File: config.mk
export PLATFORM = sky130hd
export DESIGN_NAME = scan_unload_ctrl
export DESIGN_NICKNAME = d
export VERILOG_FILES = /design/src/rtl/scan_pkg.sv /design/src/rtl/scan_word_pack.sv /design/src/rtl/scan_unload_ctrl.sv
export SDC_FILE = /design/constraint.sdc
export NUM_CORES = 1
export LEC_CHECK = 0
export ABC_AREA = 1
export CAP_MARGIN = 10
export CORE_MARGIN = 1
export CORE_UTILIZATION = 37
export CTS_BUF_LIST = sky130_fd_sc_hd__clkbuf_4
export CTS_CLUSTER_DIAMETER = 40
export CTS_CLUSTER_SIZE = 30
export DETAILED_ROUTE_END_ITERATION = 6
export PLACE_DENSITY = 0.7
export SLEW_MARGIN = 20
export SYNTH_ARGS = -nofsm -noshare
export SYNTH_HDL_FRONTEND = slang
export SYNTH_SLANG_ARGS = --single-unit
File: constraint.sdc
create_clock -name CK -period 1.6 [get_ports CK]
set_input_delay 0.32 -clock CK [delete_from_list [all_inputs] [get_ports CK]]
set_output_delay 0.32 -clock CK [all_outputs]
set_load 0.05 [all_outputs]
File: src/rtl/scan_pkg.sv
// scan_pkg: shared FSM states, chain select encodings and unload bit order.
package scan_pkg;
    typedef enum logic [1:0] {
        IDLE    = 2'd0,
        CAPTURE = 2'd1,
        SHIFT   = 2'd2,
        DRAIN   = 2'd3
    } state_e;
    localparam logic SD_FUNC  = 1'b0;
    localparam logic SD_SHIFT = 1'b1;
    // First bit out of the chain lands in bit 0 of the word.
    localparam bit LSB_FIRST = 1'b1;
endpackage

File: src/rtl/scan_word_pack.sv
// scan_word_pack: bit-serial to word assembler with registered valid/ready output.
module scan_word_pack
    import scan_pkg::*;
#(
    parameter int WORD_W = 8,
    parameter int PW     = WORD_W > 1 ? $clog2(WORD_W) : 1
) (
    input  logic              CK,
    input  logic              SR,
    input  logic              push_i,
    input  logic              bit_i,
    input  logic [PW-1:0]     pos_i,
    input  logic              last_i,
    input  logic              out_ready_i,
    output logic [WORD_W-1:0] out_data_o,
    output logic              out_valid_o
);
    logic [WORD_W-1:0] acc_q, acc_d, data_q;
    logic              valid_q, load;

    always_comb begin
        acc_d = acc_q;
        acc_d[LSB_FIRST ? pos_i : PW'(WORD_W - 1) - pos_i] = bit_i;
        load = push_i && (last_i || pos_i == PW'(WORD_W - 1));
    end

    // Accumulator clears on each load so a short final word has zero upper bits.
    always_ff @(posedge CK) begin
        if (SR) begin
            acc_q   <= '0;
            data_q  <= '0;
            valid_q <= 1'b0;
        end else if (load) begin
            acc_q   <= '0;
            data_q  <= acc_d;
            valid_q <= 1'b1;
        end else begin
            if (push_i) acc_q <= acc_d;
            if (out_ready_i) valid_q <= 1'b0;
        end
    end

    assign out_data_o  = data_q;
    assign out_valid_o = valid_q;
endmodule

File: src/rtl/scan_unload_ctrl.sv
// scan_unload_ctrl: captures a scan chain, shifts it out and delivers it as words.
module scan_unload_ctrl
    import scan_pkg::*;
#(
    parameter int CHAIN_LEN = 16,
    parameter int WORD_W    = 8
) (
    input  logic              CK,
    input  logic              SR,
    input  logic              start,
    input  logic              scan_fill,
    input  logic              scan_out,
    output logic              chain_sd,
    output logic              chain_sp,
    output logic              chain_si,
    output logic              busy,
    output logic [WORD_W-1:0] out_data,
    output logic              out_valid,
    input  logic              out_ready,
    output logic              done
);
    localparam int CW = $clog2(CHAIN_LEN + 1);
    localparam int PW = WORD_W > 1 ? $clog2(WORD_W) : 1;

    state_e          state_q, state_d;
    logic [CW-1:0]   cnt_q, cnt_d;
    logic [PW-1:0]   pos;
    logic            shift_en, push, last;

    assign shift_en = !(out_valid && !out_ready);
    assign done     = state_q == DRAIN && !out_valid;

    always_comb begin
        push    = state_q == SHIFT && shift_en;
        last    = cnt_q == CW'(CHAIN_LEN - 1);
        pos     = PW'(cnt_q % CW'(WORD_W));
        cnt_d   = push ? (last ? '0 : cnt_q + CW'(1)) : cnt_q;
        state_d = (state_q == IDLE && start) ? CAPTURE :
                  (state_q == CAPTURE)       ? SHIFT   :
                  (push && last)             ? DRAIN   :
                  done                       ? IDLE    : state_q;
    end

    always_ff @(posedge CK) begin
        if (SR) begin
            state_q <= IDLE;
            cnt_q   <= '0;
        end else begin
            state_q <= state_d;
            cnt_q   <= cnt_d;
        end
    end

    // The chain is stalled through SP whenever a word is waiting on the consumer.
    assign chain_sd = state_q == SHIFT ? SD_SHIFT : SD_FUNC;
    assign chain_sp = state_q == CAPTURE || push;
    assign chain_si = scan_fill;
    assign busy     = state_q != IDLE;

    scan_word_pack #(.WORD_W(WORD_W)) u_pack (
        .CK         (CK),
        .SR         (SR),
        .push_i     (push),
        .bit_i      (scan_out),
        .pos_i      (pos),
        .last_i     (last),
        .out_ready_i(out_ready),
        .out_data_o (out_data),
        .out_valid_o(out_valid)
    );
endmodule

==> results of run 1 <==
-- state kept, by name, summed over array words and instances, names as in the netlist --
register,cells
cnt_q,5
u_pack.acc_q,8
state_q,2
u_pack.out_valid_o,1
u_pack.out_data_o,8
-- routing by layer --
metal | vias to the layer above | track usage | share of wire
met1 | 486 | 0.244 | 0.55
li1 | 653 | - | -
met3 | 4 | 0.0284 | 0.035
met4 | 0 | 0.0831 | 0.011
met5 | - | 0 | 0
met2 | 25 | 0.223 | 0.41
-- where the power goes --
group	switching [mW]	internal, mW
sequential	0.00862	0.605
combinational	0.109	0.0814
clock	0.168	0.0880
total	0.286	0.775
-- through the flow --
| stage | utilization | hold slack [ps] | std cells | power [mW] | worst slack, ps |
|---|---|---|---|---|---|
| 2_1_floorplan | - | 441 | 190 | 0.741 | 44.3 |
| 3_3_place_gp | 0.483 | 451 | 251 | 0.807 | 22.6 |
| 3_5_place_dp | 0.483 | 456 | 251 | 0.808 | 18.3 |
| 4_1_cts | 0.494 | 475 | 255 | 1.07 | 16.9 |
| 5_1_grt | 0.501 | 491 | 258 | 1.11 | 9.39 |
| 6_report | 0.501 | 469 | 258 | 1.06 | 53.1 |
-- timing repair --
item                                    CTS  global route
setup buffers                             1             3
gates resized for setup                   1             0
endpoints found under the hold margin     0             0
pin swaps                                 1             1
endpoints found under the setup margin    1             1
-- cells by family after synthesis --
kind of cell,count (synthesis),share of synthesized area
and+or+nand+nor,112,0.391
buffers and inverters,32,0.113
DFF,24,0.391
AOI/OAI and AO/OA,20,0.0845
adders and majority gates,2,0.0204
-- cells in the mapped netlist --
master	count
buf_2	6
o21ai_0	7
inv_2	2
nor2_2	1
nand2_2	1
nor2_1	23
a21oi_1	11
nand2_1	53
buf_4	3
inv_1	21
o21bai_1	1
a31oi_1	1
ha_1	2
nand4_1	5
dfxtp_1	24
nand3_1	28
nor2_4	1
-- final timing paths --
| path | start | endpoint | slack (ps) | cells after the start |
|---|---|---|---|---|
| max reg2reg | cnt_q[0] | u_pack.acc_q[5] | 210 | 7 |
| min reg2reg | u_pack.acc_q[6] | u_pack.acc_q[6] | 470 | 2 |
| max | out_ready | chain_sp | 50 | 6 |
| min | u_pack.acc_q[6] | u_pack.acc_q[6] | 470 | 2 |
-- area by class of cell --
type	count	area, um2	share of cell area
Multi-Input combinational cell	134	621	0.399
Timing Repair Buffer	30	285	0.183
Sequential cell	24	485	0.312
Clock buffer	3	22.5	0.0145
Tap cell	44	55.1	0.0354
Inverter	23	86.3	0.0555
-- worst max-delay path: cells and delay by family --
family                 cells  cell delay, ps
buffers and inverters      3             660
AND/OR/NAND/NOR            2             170
AO/OA/AOI/OAI              1              80
==> results.py, run 1 <==
metrics = {
    "timing": {
        "worst-slew-pin-transition_ps": 301,
        "finalSetupViolCount": 0,
        "rsz0062_at_grt": "no",
        "maxSlewHeadroom": 0.799,
        "period_needed_ps": 1550,
        "fmax_mhz": 646,
        "timing.final.crit_share": 0.967,
        "fin_worst_skew_ps": 2.41,
        "drv_slew": 0,
        "fin_setup_tns_ps": 0,
        "hold_violations": 0,
    },
    "global_routing": {
        "grt_pass1_wl_um": 4370,
        "antenna_found_initial": 0,
        "grt_pass1_vias": 965,
        "grt_remaining_overflow": 0,
        "grt_max_degree": 13,
        "grt_util_all_layers": 0.164,
    },
    "layout": {
        "diodes": 0,
        "area_delta_synth_final_pct": 26.6,
        "stdcell_area_um2": 1560,
        "fill_cells": 332,
        "final_layout_size_suffix_gt1_frac": 0.173,
        "fin_nets": 224,
        "final_common_cell": "nand2_1",
        "mostFrequentLayoutCells": "nand2_1, nand3_1, nor2_1, dfxtp_1, buf_4",
    },
    "worst_setup_path": {
        "path_class": "primary input to output port",
        "worstPathMaxFanout": 3,
        "critPathLaunchType": "primary input",
        "slowest_delay_ps": 470,
        "crit_required_ps": 1280,
        "worstPathArrival_ps": 1230,
        "end_kind": "output port",
        "cp_cell_sequence": "clkdlybuf4s50_1 -> inv_1 -> nand2_1 -> nand2_2 -> o21ai_4 -> buf_12",
        "slowest_stage": "clkdlybuf4s50_1",
    },
    "flow_run": {
        "drv_cap": 0,
    },
    "route": {
        "dr.pass1.iters": 5,
        "route.vias.total": 1168,
        "drt_iter0_drc": 42,
        "wl_per_cell_um": 10.1,
        "drc": 0,
        "ant_nets": 0,
        "drt-total-wl_um": 2610,
        "via_per_inst": 4.53,
    },
    "clock_tree": {
        "h-tree-depth": 1,
        "root_buffer": "clkbuf_4",
        "cts-hold-fix-buffers": 0,
        "cts_buffers": 3,
        "tritoncts": "built",
        "numClockSinks": 24,
        "path_clk_slew_ps": 120,
        "clock_path_buffers": 2,
        "clock_latency_ps": 310,
    },
    "yosys": {
        "synthCells": 190,
        "avgSynthCellArea_um2": 6.47,
        "yosysSeqAreaShare": 0.391,
        "synth_top_area_share": 0.391,
        "synthTopCellsByArea": "dfxtp_1, nand2_1, nand3_1, nor2_1, inv_1",
        "synth_top_area_cell": "dfxtp_1",
        "syn_area_um2": 1230,
        "ys_types": 17,
        "ys_ff_latch": 24,
        "synth_warnings": 0,
        "syn-num-nets": 198,
    },
    "placed_design": {
        "gp_congestion": 0.771,
        "dpl_cell_area_um2": 1500,
        "dp_hpwl_um": 1930,
        "portBuffers": 17,
    },
    "die": {
        "num_io_pins": 20,
        "rows": 20,
        "start_util": 0.396,
        "dieArea_um2": 3560,
        "chipWidth_um": 59.6,
        "core_um2": 3100,
        "die_h_um": 59.6,
    },
    "power_and_ir_drop": {
        "vdd_drop_max_mv": 0.277,
        "power_density_nw_per_um2": 682,
        "leakage_nw": 0.706,
    },
    "min_path": {
        "hold_class": "register to register",
    },
    "outcome": {
        "outcome": "completed",
    },
}
(Power assumes the default switching activity.)
==> run 2: changes to the inputs <==
--- a/config.mk
+++ b/config.mk
@@ -7,13 +7,15 @@
 export LEC_CHECK = 0
 export ABC_AREA = 1
 export CAP_MARGIN = 10
+export CELL_PAD_IN_SITES_DETAIL_PLACEMENT = 1
+export CELL_PAD_IN_SITES_GLOBAL_PLACEMENT = 1
 export CORE_MARGIN = 1
-export CORE_UTILIZATION = 37
+export CORE_UTILIZATION = 35
 export CTS_BUF_LIST = sky130_fd_sc_hd__clkbuf_4
 export CTS_CLUSTER_DIAMETER = 40
 export CTS_CLUSTER_SIZE = 30
 export DETAILED_ROUTE_END_ITERATION = 6
-export PLACE_DENSITY = 0.7
+export PLACE_DENSITY = 0.74
 export SLEW_MARGIN = 20
 export SYNTH_ARGS = -nofsm -noshare
 export SYNTH_HDL_FRONTEND = slang
==> run 2 against run 1 <==
Net effect:
- total power rose by 18%
- combinational power about the same
- clock power increased by 74%
- count of clock-buffer cells in the layout did not move
- critical endpoint unchanged
- largest power group unchanged
- highest routed layer unchanged
==> results.py, run 2 (same netlist as run 1, synthesis figures left out) <==
metrics = {
    "outcome": {
        "outcome": "completed",
    },
    "route": {
        "wl_met2_um": 1690,
        "dr.max_layer_used": "met4",
        "drt_iter0_drc": 56,
        "drc": 0,
        "ant_nets": 0,
        "wl_per_cell_um": 12.9,
        "drt-total-wl_um": 3330,
        "via_per_inst": 4.87,
        "wl_met3_um": 92,
        "route.vias.total": 1262,
        "dr.pass1.iters": 4,
        "wl_met1_um": 1520,
    },
    "power_and_ir_drop": {
        "comb_power_share": 0.154,
        "p_total_mw": 1.25,
        "leakage_nw": 0.723,
        "intPower_mw": 0.936,
        "power_density_nw_per_um2": 790,
        "pwr-share-seq": 0.489,
        "switching_share": 0.252,
        "netSwitchingPower_mw": 0.315,
        "pwr-share-clk": 0.357,
        "vdd_drop_max_mv": 0.324,
    },
    "die": {
        "chipWidth_um": 61.3,
        "start_util": 0.368,
        "core_um2": 3340,
        "dieArea_um2": 3750,
        "rows": 21,
        "num_io_pins": 20,
        "die_h_um": 61.3,
    },
    "clock_tree": {
        "numClockSinks": 24,
        "cts_buffers": 3,
        "cts-hold-fix-buffers": 0,
        "tritoncts": "built",
        "path_clk_slew_ps": 140,
        "clock_path_buffers": 2,
        "clock_latency_ps": 320,
        "root_buffer": "clkbuf_4",
        "h-tree-depth": 1,
    },
    "global_routing": {
        "antenna_found_initial": 0,
        "grt_remaining_overflow": 0,
        "grt_max_degree": 15,
        "grt_util_all_layers": 0.198,
        "grt_pass1_wl_um": 5530,
        "grt_pass1_vias": 1233,
    },
    "placed_design": {
        "post-place-ws_ps": -5.37,
        "gp_congestion": 0.793,
        "dp_hpwl_um": 2600,
        "portBuffers": 17,
    },
    "timing": {
        "hold_slack_ps": 463,
        "rsz0062_at_grt": "no",
        "timing.final.crit_share": 0.959,
        "period_needed_ps": 1530,
        "drv_slew": 0,
        "worst-slew-pin-transition_ps": 310,
        "hold_violations": 0,
        "maxSlewHeadroom": 0.793,
        "finalSetupViolCount": 0,
        "setup_ws_ps": 66.2,
        "fmax_mhz": 652,
        "fin_worst_skew_ps": 3.44,
    },
    "min_path": {
        "holdPathEnd": "u_pack.out_valid_o",
        "hold_depth": 5,
        "worstHoldStart": "out_ready",
        "hold_class": "primary input to register",
    },
    "worst_setup_path": {
        "startpoint": "state_q[0]",
        "path_class": "register to output port",
        "r2r_cells": 7,
        "end_kind": "output port",
        "rr_endpoint": "u_pack.acc_q[1]",
        "worstPathMaxFanout": 4,
        "crit_required_ps": 1280,
        "worst-r2r-setup-slack_ps": 170,
        "worstPathArrival_ps": 1210,
        "r2r_start": "cnt_q[0]",
        "critPathLaunchType": "register",
    },
    "layout": {
        "diodes": 0,
        "fill_cells": 461,
        "mostFrequentLayoutCells": "nand2_1, nand3_1, nor2_1, dfxtp_1, inv_1",
        "final_layout_size_suffix_gt1_frac": 0.174,
        "fin_nets": 222,
        "final_common_cell": "nand2_1",
        "area_delta_synth_final_pct": 28.8,
    },
    "flow_run": {
        "drv_cap": 0,
    },
}
## run 2: changes by cell type in the layout (fill, tap and decap cells not counted)
cell | previous run | this run
nand2_1 | 53 | 52
buf_4 | 22 | 20
dlymetal6s2s_1 | 0 | 1
nand2_4 | 0 | 1
clkdlybuf4s50_1 | 4 | 3
bufinv_16 | 0 | 1
## run 2: power groups by stage
stage | sequential (mW) | combinational, mW | clock (mW)
2_1_floorplan | 0.626 | 0.114 | 0
3_3_place_gp | 0.627 | 0.180 | 0
3_5_place_dp | 0.628 | 0.185 | 0
4_1_cts | 0.615 | 0.188 | 0.458
5_1_grt | 0.613 | 0.211 | 0.469
6_report | 0.612 | 0.193 | 0.446
## run 2: cell type report
cell class / count / area (um2) / area share
Clock buffer: 3 / 22.5 / 0.0142
Inverter: 23 / 86.3 / 0.0545
Clock inverter: 1 / 30.0 / 0.0190
Timing Repair Buffer: 28 / 273 / 0.172
Multi-Input combinational cell: 134 / 628 / 0.397
Tap cell: 46 / 57.6 / 0.0364
Sequential cell: 24 / 485 / 0.307
## run 2: worst max path at each step
stage / endpoint / slack, ps / cells after the start
2_1_floorplan: chain_sp / 40 / 5
3_3_place_gp: chain_sp / 50 / 6
3_5_place_dp: u_pack.out_data_o[7] / -5 / 8
4_1_cts: chain_sp / 4 / 6
5_1_grt: chain_sp / 2 / 3
6_report: chain_sp / 70 / 3
## run 2: layer usage
| metal | GRT usage | up-vias |
|---|---|---|
| li1 | - | 650 |
| met1 | 0.245 | 586 |
| met2 | 0.357 | 22 |
| met3 | 0.0273 | 4 |
| met4 | 0.0584 | 0 |
| met5 | 0 | - |
## run 2: per-stage QoR
step	cell area, um2	utilization	instances	TNS [ps]
finish	1580	0.474	259	0
global route	1580	0.474	259	0
CTS	1570	0.469	258	0
detailed placement	1500	0.450	253	-5.37
global placement	1500	0.450	253	0
floorplan	1240	-	190	0
## run 2: critical path, cell delays in order (launching register included)
cell     delay [ps]
dfxtp_1         450
inv_2           100
o21ai_4         180
buf_12          150
## run 2: repair_timing
action,CTS,global route
hold endpoints to repair,0,0
gates resized for setup,1,3
pin swaps,1,0
buffers inserted,1,1
setup endpoints to repair,1,1
==> run 3: changes to the inputs <==
--- a/config.mk
+++ b/config.mk
@@ -15,6 +15,7 @@
 export CTS_CLUSTER_DIAMETER = 40
 export CTS_CLUSTER_SIZE = 30
 export DETAILED_ROUTE_END_ITERATION = 6
+export GPL_TIMING_DRIVEN = 1
 export PLACE_DENSITY = 0.74
 export SLEW_MARGIN = 20
 export SYNTH_ARGS = -nofsm -noshare
==> results of run 3 <==
The final DEF is identical to that of run 2; final timing and power are the same.
